### config.mk
export PLATFORM = sky130hd
export DESIGN_NAME = uart_tx_fifo
export DESIGN_NICKNAME = d
export VERILOG_FILES = /design/src/rtl/uart_tx_fifo_pkg.sv /design/src/rtl/uart_baud_gen.sv /design/src/rtl/uart_tx_fifo.sv
export SDC_FILE = /design/constraint.sdc
export NUM_CORES = 1
export LEC_CHECK = 0
export ABC_AREA = 1
export ABC_CLOCK_PERIOD_IN_PS = 3100
export CAP_MARGIN = 20
export CORE_ASPECT_RATIO = 0.6
export CORE_MARGIN = 2
export CORE_UTILIZATION = 40
export CTS_CLUSTER_SIZE = 25
export DETAILED_ROUTE_END_ITERATION = 12
export DONT_BUFFER_PORTS = 1
export GPL_TIMING_DRIVEN = 0
export PLACE_DENSITY = 0.61
export REMOVE_ABC_BUFFERS = 1
export SLEW_MARGIN = 20
export SYNTH_ARGS = -nofsm -noshare
export SYNTH_HDL_FRONTEND = slang
export SYNTH_SLANG_ARGS = --single-unit
export TNS_END_PERCENT = 5
### constraint.sdc
create_clock -name clk -period 3.1 [get_ports clk]
set_clock_uncertainty 0.05 [all_clocks]
set_input_delay 0.93 -clock clk [delete_from_list [all_inputs] [get_ports clk]]
set_output_delay 0.93 -clock clk [all_outputs]
set_load 0.005 [all_outputs]
### src/rtl/uart_tx_fifo_pkg.sv
// +--------------------------------------------------------------------+
// | uart_tx_fifo_pkg : shared FSM state encoding, framing constants     |
// |   and baud divisor helper. Honours UART_TX_PARITY_EN (8E1 framing).  |
// | Revision: 1.0                                                        |
// +--------------------------------------------------------------------+
`default_nettype none

package uart_tx_fifo_pkg;

  typedef enum logic [2:0] {
    IDLE   = 3'd0,
    START  = 3'd1,
    DATA   = 3'd2,
    PARITY = 3'd3,
    STOP   = 3'd4
  } tx_state_t;

  localparam int DATA_BITS = 8;

`ifdef UART_TX_PARITY_EN
  localparam int FRAME_BITS = DATA_BITS + 3;
`else
  localparam int FRAME_BITS = DATA_BITS + 2;
`endif

  function automatic int clks_per_bit(input int clk_hz, input int baud);
    return clk_hz / baud;
  endfunction

endpackage

`default_nettype wire

### src/rtl/uart_baud_gen.sv
// +--------------------------------------------------------------------+
// | uart_baud_gen : bit-period counter, pulses bit_done on the last      |
// |   clock of every bit; restart re-aligns it to a new frame.           |
// | Revision: 1.0                                                        |
// +--------------------------------------------------------------------+
`default_nettype none

module uart_baud_gen #(
  parameter int CLKS_PER_BIT = 4
) (
  input  logic clk,
  input  logic reset,
  input  logic restart,
  output logic bit_done
);

  localparam int CNT_W = $clog2(CLKS_PER_BIT);
  localparam logic [CNT_W-1:0] c_last = CNT_W'(CLKS_PER_BIT - 1);

  logic [CNT_W-1:0] r_cnt;

  always_ff @(posedge clk) begin
    if (reset || restart) begin
      r_cnt <= '0;
    end else if (r_cnt == c_last) begin
      r_cnt <= '0;
    end else begin
      r_cnt <= r_cnt + CNT_W'(1);
    end
  end

  assign bit_done = (r_cnt == c_last);

endmodule

`default_nettype wire

### src/rtl/uart_tx_fifo.sv
// +--------------------------------------------------------------------+
// | uart_tx_fifo : byte FIFO feeding a baud-timed 8N1 serialiser on TXD. |
// |   Define UART_TX_PARITY_EN for an even-parity bit (8E1 framing).     |
// | Revision: 1.0                                                        |
// +--------------------------------------------------------------------+
`default_nettype none

module uart_tx_fifo
  import uart_tx_fifo_pkg::*;
#(
  parameter int CLK_FREQ_HZ = 12000000,
  parameter int BAUD_RATE   = 115200,
  parameter int FIFO_DEPTH  = 4
) (
  input  logic                          clk,
  input  logic                          reset,
  input  logic                          wr_valid,
  input  logic [7:0]                    wr_data,
  output logic                          wr_ready,
  output logic                          busy,
  output logic [$clog2(FIFO_DEPTH):0]   level,
  output logic                          overflow,
  output logic                          TXD
);

  localparam int CLKS_PER_BIT = clks_per_bit(CLK_FREQ_HZ, BAUD_RATE);
  localparam int PTR_W        = $clog2(FIFO_DEPTH);
  localparam int LVL_W        = PTR_W + 1;
  localparam logic [LVL_W-1:0] c_full_level = LVL_W'(FIFO_DEPTH);
  localparam logic [2:0]       c_last_idx   = 3'(DATA_BITS - 1);

  logic [7:0]       r_mem [FIFO_DEPTH];
  logic [PTR_W-1:0] r_wr_ptr;
  logic [PTR_W-1:0] r_rd_ptr;
  logic [LVL_W-1:0] r_level;
  logic             r_overflow;
  logic             w_push;
  logic             w_pop;
  logic             w_level_nz;
  logic [7:0]       w_head;

  tx_state_t  r_state;
  tx_state_t  w_state_nxt;
  logic [7:0] r_shift;
  logic [7:0] w_shift_nxt;
  logic [2:0] r_idx;
  logic [2:0] w_idx_nxt;
  logic       r_txd;
  logic       w_txd_nxt;
  logic       w_restart;
  logic       w_bit_done;
`ifdef UART_TX_PARITY_EN
  logic       r_parity;
  logic       w_parity_nxt;
`endif

  // Full is judged from the registered level only, so a pop never frees a slot
  // in the same cycle.
  assign wr_ready   = (r_level != c_full_level);
  assign w_push     = wr_valid && wr_ready;
  assign w_level_nz = (r_level != '0);
  assign w_head     = r_mem[r_rd_ptr];

  always_ff @(posedge clk) begin
    if (reset) begin
      r_wr_ptr   <= '0;
      r_rd_ptr   <= '0;
      r_level    <= '0;
      r_overflow <= 1'b0;
    end else begin
      if (w_push) begin
        r_mem[r_wr_ptr] <= wr_data;
        r_wr_ptr        <= r_wr_ptr + PTR_W'(1);
      end
      if (w_pop) begin
        r_rd_ptr <= r_rd_ptr + PTR_W'(1);
      end
      if (w_push && !w_pop) begin
        r_level <= r_level + LVL_W'(1);
      end else if (w_pop && !w_push) begin
        r_level <= r_level - LVL_W'(1);
      end
      if (wr_valid && !wr_ready) begin
        r_overflow <= 1'b1;
      end
    end
  end

  uart_baud_gen #(
    .CLKS_PER_BIT(CLKS_PER_BIT)
  ) u_baud (
    .clk     (clk),
    .reset   (reset),
    .restart (w_restart),
    .bit_done(w_bit_done)
  );

  // TXD is a register: each branch sets the level the line must carry
  // for the state being entered.
  always_comb begin
    w_state_nxt = r_state;
    w_shift_nxt = r_shift;
    w_idx_nxt   = r_idx;
    w_txd_nxt   = r_txd;
    w_pop       = 1'b0;
    w_restart   = 1'b0;
`ifdef UART_TX_PARITY_EN
    w_parity_nxt = r_parity;
`endif
    case (r_state)
      IDLE: begin
        w_txd_nxt = 1'b1;
        if (w_level_nz) begin
          w_pop       = 1'b1;
          w_restart   = 1'b1;
          w_shift_nxt = w_head;
          w_state_nxt = START;
          w_txd_nxt   = 1'b0;
`ifdef UART_TX_PARITY_EN
          w_parity_nxt = ^w_head;
`endif
        end
      end
      START: begin
        if (w_bit_done) begin
          w_state_nxt = DATA;
          w_idx_nxt   = 3'd0;
          w_txd_nxt   = r_shift[0];
        end
      end
      DATA: begin
        if (w_bit_done) begin
          if (r_idx == c_last_idx) begin
`ifdef UART_TX_PARITY_EN
            w_state_nxt = PARITY;
            w_txd_nxt   = r_parity;
`else
            w_state_nxt = STOP;
            w_txd_nxt   = 1'b1;
`endif
          end else begin
            w_shift_nxt = r_shift >> 1;
            w_idx_nxt   = r_idx + 3'd1;
            w_txd_nxt   = r_shift[1];
          end
        end
      end
`ifdef UART_TX_PARITY_EN
      PARITY: begin
        if (w_bit_done) begin
          w_state_nxt = STOP;
          w_txd_nxt   = 1'b1;
        end
      end
`endif
      STOP: begin
        if (w_bit_done) begin
          if (w_level_nz) begin
            w_pop       = 1'b1;
            w_restart   = 1'b1;
            w_shift_nxt = w_head;
            w_state_nxt = START;
            w_txd_nxt   = 1'b0;
`ifdef UART_TX_PARITY_EN
            w_parity_nxt = ^w_head;
`endif
          end else begin
            w_state_nxt = IDLE;
            w_txd_nxt   = 1'b1;
          end
        end
      end
      default: begin
        w_state_nxt = IDLE;
        w_txd_nxt   = 1'b1;
      end
    endcase
  end

  always_ff @(posedge clk) begin
    if (reset) begin
      r_state <= IDLE;
      r_shift <= '0;
      r_idx   <= '0;
      r_txd   <= 1'b1;
`ifdef UART_TX_PARITY_EN
      r_parity <= 1'b0;
`endif
    end else begin
      r_state <= w_state_nxt;
      r_shift <= w_shift_nxt;
      r_idx   <= w_idx_nxt;
      r_txd   <= w_txd_nxt;
`ifdef UART_TX_PARITY_EN
      r_parity <= w_parity_nxt;
`endif
    end
  end

  assign busy     = (r_state != IDLE) || w_level_nz;
  assign level    = r_level;
  assign overflow = r_overflow;
  assign TXD      = r_txd;

endmodule

`default_nettype wire

; After elaboration in Yosys (flattened, before gate mapping)
; Memories as Yosys holds them, arrays and structs flattened. A register that Yosys moved wholly into a read port is not among the register bits.
; Cells that the tools add are included.
[word_totals]
n_memories = 1
ff_bits = 30
mem_bits_rw = 32
output_inout_bits = 7
[classes]
n_reduce_logical = 20
mux = 32
add_sub_neg = 6
n_eq_ne = 12
[memory_table]
columns = memory, depth, width, rd, rd_ports_with_merged_regs, wr, line
row1 = r_mem, 4, 8, 1, 1, 1, uart_tx_fifo.sv:32  ; logic [7:0] r_mem [FIFO_DEPTH];
[op_table]
columns = op, n
row1 = $mux W8, 4
row2 = $mux W3, 10
row3 = $pmux W8 S3, 1
row4 = $pmux W3 S4, 1
row5 = $mux W1, 11
row6 = $reduce_bool A3 Y1, 3
row7 = $reduce_and A4 Y1, 2
row8 = $add A7 B1 Y7 const B, 1
row9 = $eq A7 B7 Y1 const B, 1
row10 = $add A3 B1 Y3 const B, 2
row11 = $eq A3 B3 Y1 const B, 2
row12 = $ne A2 B1 Y1 const B, 3
row13 = $ne A2 B2 Y1 const B, 3
row14 = $pmux W3 S2, 1
row15 = $reduce_and A5 Y1, 1
row16 = $add A2 B1 Y2 const B, 2
row17 = $logic_and A1 B1 Y1, 4
row18 = $mux W2, 2
row19 = $pmux W1 S4, 1
row20 = $reduce_bool A2 Y1, 2
row21 = $eq A3 B1 Y1 const B, 1
row22 = $eq A3 B2 Y1 const B, 1
row23 = $logic_not A1 Y1, 3
row24 = $logic_not A3 Y1, 1
row25 = 6 further kinds, 7

; Depth between registers and ports, before layout
[depth]
word_depth = 7
depth_mapped = 13
depth_no_buf = 13

; Modules after synthesis
; A second synthesis with hierarchy kept.
[hier_totals]
hier_cells = 344
hier_area_um2 = 2942.8
[by_module_without_submodules]
columns = module, area_per_inst_um2, cells_per_inst, instances, seq_area_each_um2
row1 = uart_tx_fifo, 2578.7, 297, 1, 1461.4
row2 = uart_baud_gen, 364.1, 47, 1, 140.1

; Worst setup path after synthesis
; Ideal clock, no wire load.
[synth_timing]
path_type = input port to flip-flop
startpoint = input wr_valid
endpoint = register r_level[2], in the netlist level[2]
slack_ps = 885
arrival_time_ps = 2043
path_stages = 9
setup_ps = 122
path_cell_list = nand2_1 -> inv_1 -> ha_1 -> inv_1 -> fa_1 -> a21oi_1 -> o21ai_0 -> o21ai_0 -> a21oi_1
[synth_between]
elab_chain_cells = 4
word_cells_on_any_way = 6
classes_between = mux (1) / reduce/logical (5)
[synth_rtl]
columns = item, line
row1 = "start, declared", uart_tx_fifo.sv:17  ; input logic wr_valid,
row2 = $logic_and A1 B1 Y1 (*), uart_tx_fifo.sv:60  ; assign w_push = wr_valid && wr_ready;
row3 = via w_push, uart_tx_fifo.sv:37  ; logic w_push;
row4 = $logic_not A1 Y1, uart_tx_fifo.sv:80  ; end else if (w_pop && !w_push) begin
row5 = $logic_and A1 B1 Y1, uart_tx_fifo.sv:80
row6 = $reduce_bool A2 Y1 (no line), n/a
row7 = "end signal, assigned", uart_tx_fifo.sv:79  ; r_level <= r_level + LVL_W'(1);
row8 = "end signal, assigned", uart_tx_fifo.sv:81  ; r_level <= r_level - LVL_W'(1);
row9 = "end, declared", uart_tx_fifo.sv:35  ; logic [LVL_W-1:0] r_level;
; The timed path passes the listed nets; every way through them passes the cells marked *.
; A chain may end at the register's enable or synchronous reset.

; Worst setup path after layout
[layout_timing]
startpoint = input reset
endpoint = memory r_mem[0][1] (enable)
[layout_between]
elab_chain_cells = 2
[layout_rtl]
columns = item, line
row1 = "start, declared", uart_tx_fifo.sv:16  ; input logic reset,
row2 = $mux W1, uart_tx_fifo.sv:65  ; if (reset) begin
row3 = $mux W1 (implied by the code), uart_tx_fifo.sv:72  ; r_mem[r_wr_ptr] <= wr_data;
row4 = "end, declared", uart_tx_fifo.sv:32
; No other way between the ends.

==> reports/qor.csv <==
metric,value,unit
outcome,"complete, no violations",
dieHeight,71.0,um
rsz0062_at_grt,no,
worst_setup_path_end_kind,flop,
synth_cells,363,
cts_inserted_buffers,9,
stdcell_count,475,
holdPathStages,1,
grt_use_total,15.0,%
period_needed,2.40,ns
fp-row-count,24,
peakVddDrop,0.454,mV
yosysWarnings,0,
cts_setup_buffers,0,
die_w,116,um
slew_viol_final,0,
path_cells,"inv_1, nand2_1, nor2_1",
hpwlAfterDp,3810,um
antenna_found_initial,0,
cpMaxStageDelayCell,nor2_1,
fill_cells,725,
wl_per_cell,11.7,um
h-tree-depth,3,
syn2layout_area_growth,11.1,%
nets,386,
grt_pass1_wl,9370,um
cp_data_arrival_time,2.30,ns
post-route-period-util,77.5,%
cts_tree,built,
placed_cell_area,3070,um^2
setup_viol,0,
grt-ovfl-total,0,
clkTransAtPathRegs,0.05,ns
dr.pass1.iters,4,
gp_congestion,0.721,
via_per_inst,4.47,
wirelength,5580,um
slowest_delay,0.69,ns
critPathKind,input pin to flop,
cts_resized,0,
cts_max_path_buffers,2,
grt_pass1_vias,2002,
yosysUniqueCellTypes,30,
io_pins,18,
n_antenna_cell,0,
max_freq,416,MHz
r2r_start,u_baud.r_cnt[0],
power,3.01,mW
drive_gt1_share,5.93,%
clkSinkCount,64,
ctsHoldBuffers,0,
worst_slew_pin_slew,0.849,ns
port_buffers,0,
drc,0,
leakagePower,1.52,nW
crit_fanout,21,
dieArea,8210,um^2
start_util,41.2,%
netlist_area,2990,um^2
crit_end,r_mem[0][1],
worstSkewPairLatency,0.33,ns
dp.cells,459,
worstRegToRegCells,13,
fin_area,3320,um^2
seq_area_frac_synth,53.5,%
hp-class,flop to flop,
hp-start,u_baud.r_cnt[0],
final-hold-violation-count,0,
cts_root_buf,clkbuf_16,
ant_nets,0,
crit_start,reset,
reg2reg_to,level[2],
start_kind,input pin,
slew_headroom,43.2,%
core_area,7270,um^2
cap_violations,0,
p_per_area,906,nW/um^2
ff2ff_setup_slack,0.75,ns
grt_max_degree,22,
worst-endpoint-required,3.00,ns
vias,2124,
syn_avg_cell_area,8.24,um^2
fin_setup_tns,0,ns
ys_ff_latch,64,
drt_iter0_drc,108,
-- cells in the final DEF (no fill, tap or decap) --
cell type / synthesis / final
nand2_2: 3 / 3
nor3_1: 1 / 1
nand2_4: 1 / 1
a21oi_2: 1 / 1
nand3_1: 30 / 30
dfxtp_1: 32 / 32
fa_1: 1 / 1
clkinv_1: 1 / 1
a21oi_1: 13 / 13
xor2_1: 6 / 6
nor2_2: 2 / 2
clkbuf_16: 0 / 9
edfxtp_1: 32 / 32
clkbuf_1: 2 / 6
xnor2_1: 1 / 1
clkinv_2: 1 / 2
nand3_4: 1 / 1
o21ai_0: 6 / 6
inv_1: 65 / 65
nand4_1: 2 / 2
nand3_2: 1 / 1
nand2_1: 100 / 100
nor2_4: 1 / 1
nor2_1: 44 / 44
ha_1: 8 / 8
o21ai_1: 1 / 1
or2_2: 1 / 1
-- logic make-up after synthesis --
kind of cell,after synthesis,synth area share [%]
AND/OR/NAND/NOR,187,26.6
AO/OA/AOI/OAI,21,3.64
buffers and inverters,75,10.2
XOR/XNOR,7,2.05
flip-flops,64,53.5
adder cells (fa/ha/maj),9,4.02
-- layout make-up --
| type | instances | area, um^2 | share of cell area, % |
|---|---|---|---|
| clock buffer | 15 | 248 | 7.45 |
| inverter | 67 | 253 | 7.61 |
| tap | 104 | 130 | 3.92 |
| clock inverter | 1 | 5.00 | 0.151 |
| sequential | 64 | 1600 | 48.2 |
| multi-input combinational | 224 | 1090 | 32.7 |
-- cells in the mapped netlist --
cell type  count  share of area [%]
xor2_1         6                1.8
clkinv_2       1               0.17
nand2_2        3               0.63
edfxtp_1      32                 32
clkbuf_4       1               0.25
buf_6          1               0.38
nand3_2        1               0.33
nor2_2         2               0.42
clkbuf_1       2               0.25
or2_2          1               0.21
buf_4          2               0.50
a21oi_2        1               0.29
xnor2_1        1               0.29
clkinv_1       1               0.13
ha_1           8                3.3
nor2_1        44                5.5
o21ai_1        1               0.17
nand2_4        1               0.38
inv_1         65                8.2
buf_2          2               0.33
nor3_1         1               0.17
o21ai_0        6                1.0
nand4_1        2               0.42
nand2_1      100                 13
nand3_1       30                5.0
fa_1           1               0.67
a21oi_1       13                2.2
nor2_4         1               0.38
dfxtp_1       32                 21
nand3_4        1               0.59
-- how the worst min path moves through the flow --
stage,slack [ns],to
after floorplan,0.37,u_baud.r_cnt[0]
after global placement,0.38,u_baud.r_cnt[0]
after detailed placement,0.39,u_baud.r_cnt[0]
after CTS,0.40,u_baud.r_cnt[0]
after global routing,0.45,overflow
final,0.40,u_baud.r_cnt[0]
-- critical path: cells and delay by family --
kind                   cells  cell delay (ns)
and+or+nand+nor            2             0.90
buffers and inverters      1             0.47
-- metal layers --
| layer | share of wire [%] | vias to the layer above | GRT usage (%) | wire, um |
|---|---|---|---|---|
| met5 | 0 | - | 0 | 0 |
| met4 | 1.3 | 0 | 4.76 | 71 |
| met3 | 4.8 | 9 | 6.08 | 269 |
| met2 | 42 | 29 | 21.7 | 2360 |
| met1 | 52 | 958 | 20.7 | 2870 |
| li1 | - | 1128 | - | - |
-- registers in the layout, summed over array words and instances (netlist names), named ones only --
signal        cells
r_mem            32
level             3
overflow          1
r_shift           8
r_state           3
r_wr_ptr          2
r_rd_ptr          2
r_idx             3
u_baud.r_cnt      7
TXD               1
-- stage by stage --
stage	utilization, %	setup slack [ns]	hold WS [ns]
floorplan	-	0.885	0.368
global placement	42.3	0.349	0.383
detailed placement	42.3	0.301	0.393
CTS	45.7	0.645	0.400
global route	45.7	0.488	0.450
finish	45.7	0.697	0.401
-- power breakdown --
group	internal (mW)	switching [mW]
Clock	0.540	0.328
Combinational	0.324	0.617
Sequential	1.05	0.151
Total	1.91	1.10
Note: power is estimated with default switching activity, not from simulation.
